## src/rtl/pipeline_pkg.sv

```systemverilog
// Shared pipeline types and constants for the ID/EX stage register and its hazard detector.
package pipeline_pkg;

    localparam int unsigned DATA_W_DFLT     = 32;
    localparam int unsigned REG_ADDR_W_DFLT = 5;
    localparam int unsigned BUBBLE_CNT_W    = 16;

    typedef struct packed {
        logic       RegWrite;
        logic       MemRead;
        logic       MemWrite;
        logic       MemtoReg;
        logic       ALUSrc;
        logic       RegDst;
        logic [1:0] ALUOp;
    } ctrl_t;

    localparam ctrl_t      CTRL_NOP = '0;
    localparam logic [4:0] REG_ZERO = 5'd0;

endpackage

```

## src/rtl/load_use_detect.sv

```systemverilog
// Load-use hazard detector: a load in EX whose destination is a source of the instruction in ID.
module load_use_detect
    import pipeline_pkg::*;
#(
    parameter int unsigned REG_ADDR_W = REG_ADDR_W_DFLT
) (
    input  logic                  ex_valid_i,
    input  logic                  ex_mem_read_i,
    input  logic [REG_ADDR_W-1:0] ex_rt_i,
    input  logic [REG_ADDR_W-1:0] id_rs_i,
    input  logic [REG_ADDR_W-1:0] id_rt_i,
    output logic                  hazard_o
);

    // Writes to $0 are discarded, so a load targeting it never needs a bubble.
    assign hazard_o = ex_valid_i && ex_mem_read_i
                   && (ex_rt_i != REG_ADDR_W'(REG_ZERO))
                   && ((ex_rt_i == id_rs_i) || (ex_rt_i == id_rt_i));

endmodule

```

## src/rtl/id_ex_stage_reg.sv

```systemverilog
// ID/EX pipeline register with load-use bubble insertion and branch flush.
// Optional bubble counter enabled by defining ID_EX_BUBBLE_CNT_EN.
module id_ex_stage_reg
    import pipeline_pkg::*;
#(
    parameter int unsigned DATA_W     = DATA_W_DFLT,
    parameter int unsigned REG_ADDR_W = REG_ADDR_W_DFLT
) (
    input  logic                    clk,
    input  logic                    rst_n,
    input  logic                    stall_in,
    input  logic                    flush,
    input  logic                    ID_RegWrite,
    input  logic                    ID_MemRead,
    input  logic                    ID_MemWrite,
    input  logic                    ID_MemtoReg,
    input  logic                    ID_ALUSrc,
    input  logic                    ID_RegDst,
    input  logic [1:0]              ID_ALUOp,
    input  logic [DATA_W-1:0]       ID_ReadData1,
    input  logic [DATA_W-1:0]       ID_ReadData2,
    input  logic [DATA_W-1:0]       ID_SignExtImm,
    input  logic [REG_ADDR_W-1:0]   IF_ID_RegisterRs,
    input  logic [REG_ADDR_W-1:0]   IF_ID_RegisterRt,
    input  logic [REG_ADDR_W-1:0]   IF_ID_RegisterRd,
    output logic                    ID_EX_RegWrite,
    output logic                    ID_EX_MemRead,
    output logic                    ID_EX_MemWrite,
    output logic                    ID_EX_MemtoReg,
    output logic                    ID_EX_ALUSrc,
    output logic                    ID_EX_RegDst,
    output logic [1:0]              ID_EX_ALUOp,
    output logic [DATA_W-1:0]       ID_EX_ReadData1,
    output logic [DATA_W-1:0]       ID_EX_ReadData2,
    output logic [DATA_W-1:0]       ID_EX_SignExtImm,
    output logic [REG_ADDR_W-1:0]   ID_EX_RegisterRs,
    output logic [REG_ADDR_W-1:0]   ID_EX_RegisterRt,
    output logic [REG_ADDR_W-1:0]   ID_EX_RegisterRd,
    output logic                    ID_EX_Valid,
    output logic                    stall_ID,
    output logic [BUBBLE_CNT_W-1:0] bubble_count
);

    ctrl_t                 ctrl_d, ctrl_q, id_ctrl;
    logic [DATA_W-1:0]     rd1_d, rd1_q, rd2_d, rd2_q, imm_d, imm_q;
    logic [REG_ADDR_W-1:0] rs_d, rs_q, rt_d, rt_q, rdst_d, rdst_q;
    logic                  valid_d, valid_q;
    logic                  hazard;

    assign id_ctrl = '{RegWrite: ID_RegWrite, MemRead: ID_MemRead, MemWrite: ID_MemWrite,
                       MemtoReg: ID_MemtoReg, ALUSrc: ID_ALUSrc, RegDst: ID_RegDst,
                       ALUOp: ID_ALUOp};

    load_use_detect #(.REG_ADDR_W(REG_ADDR_W)) u_load_use_detect (
        .ex_valid_i    (valid_q),
        .ex_mem_read_i (ctrl_q.MemRead),
        .ex_rt_i       (rt_q),
        .id_rs_i       (IF_ID_RegisterRs),
        .id_rt_i       (IF_ID_RegisterRt),
        .hazard_o      (hazard)
    );

    assign stall_ID = (hazard || stall_in) && !flush;

    // Flush and bubble both produce an all-zero NOP; stall_in holds everything.
    always_comb begin
        ctrl_d  = ctrl_q;
        rd1_d   = rd1_q;
        rd2_d   = rd2_q;
        imm_d   = imm_q;
        rs_d    = rs_q;
        rt_d    = rt_q;
        rdst_d  = rdst_q;
        valid_d = valid_q;
        if (flush || (!stall_in && hazard)) begin
            ctrl_d  = CTRL_NOP;
            rd1_d   = '0;
            rd2_d   = '0;
            imm_d   = '0;
            rs_d    = '0;
            rt_d    = '0;
            rdst_d  = '0;
            valid_d = 1'b0;
        end else if (!stall_in) begin
            ctrl_d  = id_ctrl;
            rd1_d   = ID_ReadData1;
            rd2_d   = ID_ReadData2;
            imm_d   = ID_SignExtImm;
            rs_d    = IF_ID_RegisterRs;
            rt_d    = IF_ID_RegisterRt;
            rdst_d  = IF_ID_RegisterRd;
            valid_d = 1'b1;
        end
    end

    always_ff @(posedge clk or negedge rst_n) begin
        if (!rst_n) begin
            ctrl_q  <= CTRL_NOP;
            rd1_q   <= '0;
            rd2_q   <= '0;
            imm_q   <= '0;
            rs_q    <= '0;
            rt_q    <= '0;
            rdst_q  <= '0;
            valid_q <= 1'b0;
        end else begin
            ctrl_q  <= ctrl_d;
            rd1_q   <= rd1_d;
            rd2_q   <= rd2_d;
            imm_q   <= imm_d;
            rs_q    <= rs_d;
            rt_q    <= rt_d;
            rdst_q  <= rdst_d;
            valid_q <= valid_d;
        end
    end

`ifdef ID_EX_BUBBLE_CNT_EN
    logic                    bubble;
    logic [BUBBLE_CNT_W-1:0] cnt_d, cnt_q;

    assign bubble = hazard && !stall_in && !flush;

    always_comb begin
        cnt_d = cnt_q;
        if (bubble && (cnt_q != '1)) begin
            cnt_d = cnt_q + 1'b1;
        end
    end

    always_ff @(posedge clk or negedge rst_n) begin
        if (!rst_n) begin
            cnt_q <= '0;
        end else begin
            cnt_q <= cnt_d;
        end
    end

    assign bubble_count = cnt_q;
`else
    assign bubble_count = '0;
`endif

    assign ID_EX_RegWrite   = ctrl_q.RegWrite;
    assign ID_EX_MemRead    = ctrl_q.MemRead;
    assign ID_EX_MemWrite   = ctrl_q.MemWrite;
    assign ID_EX_MemtoReg   = ctrl_q.MemtoReg;
    assign ID_EX_ALUSrc     = ctrl_q.ALUSrc;
    assign ID_EX_RegDst     = ctrl_q.RegDst;
    assign ID_EX_ALUOp      = ctrl_q.ALUOp;
    assign ID_EX_ReadData1  = rd1_q;
    assign ID_EX_ReadData2  = rd2_q;
    assign ID_EX_SignExtImm = imm_q;
    assign ID_EX_RegisterRs = rs_q;
    assign ID_EX_RegisterRt = rt_q;
    assign ID_EX_RegisterRd = rdst_q;
    assign ID_EX_Valid      = valid_q;

endmodule
```

## config.mk

```make
export PLATFORM = sky130hd
export DESIGN_NAME = id_ex_stage_reg
export DESIGN_NICKNAME = d
export VERILOG_FILES = /design/src/rtl/pipeline_pkg.sv /design/src/rtl/load_use_detect.sv /design/src/rtl/id_ex_stage_reg.sv
export SDC_FILE = /design/constraint.sdc
export NUM_CORES = 1
export LEC_CHECK = 0
export ABC_AREA = 1
export CORE_ASPECT_RATIO = 1.1
export CORE_MARGIN = 2
export CORE_UTILIZATION = 25
export CTS_CLUSTER_DIAMETER = 200
export DETAILED_ROUTE_END_ITERATION = 16
export SETUP_SLACK_MARGIN = 0.1
export SYNTH_ARGS = -nofsm -noshare
export SYNTH_HDL_FRONTEND = slang
export SYNTH_SLANG_ARGS = --single-unit
export TNS_END_PERCENT = 50
```

## constraint.sdc

```tcl
create_clock -name clk -period 1.85 [get_ports clk]
set_input_delay 0.37 -clock clk [delete_from_list [all_inputs] [get_ports clk]]
set_output_delay 0.37 -clock clk [all_outputs]
set_load 0.03 [all_outputs]
```

==> results_tabular.tex <==
\begin{tabular}{lr}
\hline
Metric & Value \\
\hline
\multicolumn{2}{l}{\textbf{Outcome}} \\
\quad Status & finished with violations \\
\quad Violations in the final reports & negative setup slack \\
\multicolumn{2}{l}{\textbf{Critical path}} \\
\quad Worst setup path class & in -> out \\
\quad Crit path required time & between 1 and 1.5 ns \\
\quad Critical path's slowest cell & sky130\_fd\_sc\_hd\_\_clkdlybuf4s50\_1 \\
\quad Cell breakdown of the critical path & clkdlybuf4s50\_1 -> inv\_1 -> nand2\_1 -> nand2\_1 -> nor2\_1 -> nand3\_1 -> nand2\_2 -> nand2\_4 -> a21oi\_4 -> buf\_6 \\
\quad Delay contributed by the slowest stage of the critical path & between 0.5 and 0.6 ns \\
\quad Critical path depth in cells & 10 \\
\quad Largest fanout on the critical path & 3 \\
\quad Worst Reg-to-Reg Cells & 8 \\
\quad Data arrival time of the critical path & 1.69 ns \\
\quad CP most frequent cell & sky130\_fd\_sc\_hd\_\_nand2\_1 \\
\quad Cell type group with the largest total delay on the critical path & buffers and inverters \\
\quad Worst setup startpoint & IF\_ID\_RegisterRt[3] \\
\quad CP endpoint kind & output port \\
\quad Startpoint of the worst-slack reg-to-reg timing path & ID\_EX\_RegisterRt[4] \\
\quad Startpoint Class & input pin \\
\quad Count of buffer and inverter cells on the critical path & 3 \\
\multicolumn{2}{l}{\textbf{Global route}} \\
\quad All-layer global routing usage & 0.150 \\
\quad Global-route wire length before repair & 25.3 mm \\
\quad Global-route congestion overflow total & 0 \\
\quad Maximum number of pins on one net before global-route repair & 67 \\
\quad Vias in the first global route & between 4000 and 5000 \\
\quad Initial antenna violation count & 0 \\
\multicolumn{2}{l}{\textbf{Timing}} \\
\quad Clk\_skew & between 0.005 and 0.006 ns \\
\quad RSZ-0062 raised after global routing & yes \\
\quad Final worst slack & -0.208 ns \\
\quad Hold violation count in the final report & 0 \\
\quad Tightest Pin Transition & 0.669 ns \\
\quad Max frequency & 486 MHz \\
\quad Tightest hold margin & 0.277 ns \\
\quad Final setup violation count & 2 \\
\quad Period utilisation layout & 1.11 \\
\quad Final slew viol count & 0 \\
\quad Slew margin rel. & 0.554 \\
\quad Shortest clock period the worst path allows after layout & between 2 and 2.5 ns \\
\multicolumn{2}{l}{\textbf{Power}} \\
\quad Areal power density over the cells & 896 mW/mm2 \\
\quad Sw frac & 0.265 \\
\quad Fraction of power consumed by the clock network & 0.460 \\
\quad Internal power of the cells & 5590 uW \\
\quad Sequential share of power & 0.375 \\
\quad Power Total & $\sim$7600 uW \\
\quad Maximum vdd drop & between 500 and 600 uV \\
\quad Logic gate share of total power & 0.165 \\
\quad P\_sw & 2020 uW \\
\quad Reported leakage power & 0.00522 uW \\
\multicolumn{2}{l}{\textbf{Synth}} \\
\quad Commonest cells in the netlist & 262 x sky130\_fd\_sc\_hd\_\_nand2\_1, 123 x sky130\_fd\_sc\_hd\_\_nand3\_1, 120 x sky130\_fd\_sc\_hd\_\_dfrtp\_1 \\
\quad Synthesized netlist cell count & 589 \\
\quad Syn. warnings & 0 \\
\quad Count of flip-flops with a built-in enable after synthesis & 0 \\
\quad Most frequently used flop master after synthesis & sky130\_fd\_sc\_hd\_\_dfrtp\_1 \\
\quad Post-synthesis register bit count & 120 \\
\quad Share of the synthesized area in the top cell type & 0.592 \\
\quad Most frequent cell after synthesis & sky130\_fd\_sc\_hd\_\_nand2\_1 \\
\quad Fraction of the yosys area taken by sequential cells & 0.592 \\
\quad Dominant cells by area after synthesis & sky130\_fd\_sc\_hd\_\_dfrtp\_1 59\%, sky130\_fd\_sc\_hd\_\_nand2\_1 19\%, sky130\_fd\_sc\_hd\_\_nand3\_1 12\% \\
\quad Area leader, netlist & sky130\_fd\_sc\_hd\_\_dfrtp\_1 \\
\quad Netlist cell types & 16 \\
\quad Combined area of all synthesized cells & 0.00507 mm2 \\
\quad Post-synth ARST share & 1.00 \\
\quad Mean Syn Cell Area & 8.61 um2 \\
\multicolumn{2}{l}{\textbf{Die}} \\
\quad IO Pins & 260 \\
\quad Core area & around 0.020 mm2 \\
\quad Die height & 153 um \\
\quad Chip Width & roughly 140 um \\
\quad Die footprint & 0.0215 mm2 \\
\quad Starting density of the core & 0.255 \\
\quad Number of rows in the core area & 54 \\
\multicolumn{2}{l}{\textbf{Placed design}} \\
\quad Gp weighted congestion & roughly 0.74 \\
\quad Pre-CTS setup slack & -0.391 ns \\
\quad Post-placement cell count & around 1100 \\
\quad IO buf count & 243 \\
\quad HPWL Detailed & 10.9 mm \\
\multicolumn{2}{l}{\textbf{CTS}} \\
\quad Count of clock tree sinks & 120 \\
\quad Buffer depth of the longest clock path & 2 \\
\quad CTS tree & yes \\
\quad Number of buffers inserted during clock tree synthesis & 17 \\
\quad CTS clk-pin slew, worst paths & 0.05 ns \\
\quad Clock latency at the later pin of the worst-skew pair & 0.41 ns \\
\quad Number of H-tree levels & 4 \\
\quad Clock tree root buffer cell & sky130\_fd\_sc\_hd\_\_clkbuf\_16 \\
\multicolumn{2}{l}{\textbf{Finish}} \\
\quad Fin util & 0.427 \\
\quad Number of antenna diodes & 0 \\
\quad Count of non-filler cells in the finished layout & 1092 \\
\quad Area growth syn-to-layout & 67.3\% \\
\quad Layout cells sized above 1 & 0.0726 \\
\quad Count of nets after finishing & 950 \\
\multicolumn{2}{l}{\textbf{Route}} \\
\quad Post-detailed-route DRC marker count & 0 \\
\quad Count of nets left with antenna violations after detail routing & 0 \\
\quad Average vias per placed instance & 4.29 \\
\quad Vias after detailed routing & 4688 \\
\quad Wire length after detailed routing & 16.0 mm \\
\quad Drt initial violations & 224 \\
\quad DR pass1 iterations & 4 \\
\quad Routed length per placed instance & 14.6 um \\
\multicolumn{2}{l}{\textbf{Hold path}} \\
\quad Origin of the worst min-delay path & IF\_ID\_RegisterRs[0] \\
\quad Number of instances on the worst hold path & 3 \\
\quad Tightest Hold Check Type & in -> reg \\
\multicolumn{2}{l}{\textbf{Flow run}} \\
\quad Maximum capacitance violations & 0 \\
\hline
\end{tabular}
[layout by cell type (no fill, tap or decap), drive strengths merged]
cell,count
conb,16
dlygate4sd3,1
nand2,263
bufinv,4
clkinv,7
clkdlybuf4s15,1
nor2,10
dfrtp,120
a21oi,1
xnor2,2
nand3,123
inv,13
clkdlybuf4s50,118
dlymetal6s2s,54
buf,17
dlygate4sd2,68
clkbuf,19
nor3,1
clkinvlp,2
[sequential cells by signal, summed over array words and instances, names as in the netlist, 2 cells and up]
name / count
ID_EX_ALUOp: 2
ID_EX_ReadData1: 32
ID_EX_ReadData2: 32
ID_EX_RegisterRd: 5
ID_EX_RegisterRs: 5
ID_EX_RegisterRt: 5
ID_EX_SignExtImm: 32
[final timing paths]
| kind | endpoint | slack [ns] |
|---|---|---|
| min in group asynchronous | ID_EX_ALUOp[1] | 0.41 |
| max in group asynchronous | ID_EX_ReadData2[13] | 0.83 |
| worst max register to register | ID_EX_ReadData2[0] | -0.01 |
| worst max-delay path | stall_ID | -0.21 |
| worst min register to register | ID_EX_ReadData2[17] | 0.47 |
| worst min-delay path | ID_EX_RegisterRs[0] | 0.28 |
[layout make-up]
type	count	area, um2
clock buffer	19	443
clock inverter	13	178
fill	1968	11400
inverter	13	48.8
multi-input combinational	416	1760
sequential	120	3010
tap	252	315
timing repair buffer	259	2730
[worst min-delay path, delay by kind of cell]
family	cells	cell delay, ns
buf+inv	1	0.13
simple gates	2	0.16
[metrics by stage]
stage	cell area (um2)	setup TNS (ns)
5_1_grt	8490	-12.46
6_report	8490	-0.213
3_3_place_gp	7800	-40.19
4_1_cts	8350	-0.448
2_1_floorplan	5150	0
3_5_place_dp	7800	-41.14
[power groups by stage]
stage	clock (uW)	combinational [uW]	sequential (uW)
after floorplan	0	302	3200
after global placement	0	1330	2900
after detailed placement	0	1340	2900
after CTS	3590	1280	2860
after global routing	3710	1340	2880
final	3500	1250	2850
[cell families (layout without fill, tap and decap cells)]
| kind of cell | Yosys count | in the layout | synth area share |
|---|---|---|---|
| flops | 120 | 120 | 0.592 |
| simple gates | 397 | 397 | 0.325 |
| compound gates | 1 | 1 | 0.000985 |
| other cells | 1 | 16 | 0.000739 |
| xor+xnor | 2 | 2 | 0.00345 |
| buf+inv | 68 | 304 | 0.0782 |
[what timing repair did]
action	4_1_cts	5_1_grt
gates resized for setup	73	54
setup buffers	0	0
hold endpoints to repair	22	0
hold buffers	1	0
endpoints found under the setup margin	240	174
[layer usage]
layer	vias up	GRT usage	part of all wire
met1	2188	0.185	0.42
met4	0	0.0810	0.032
met3	31	0.0363	0.058
met5	-	0	0
met2	149	0.241	0.49
li1	2320	-	-
No activity file was read; power rests on OpenSTA's default activity.
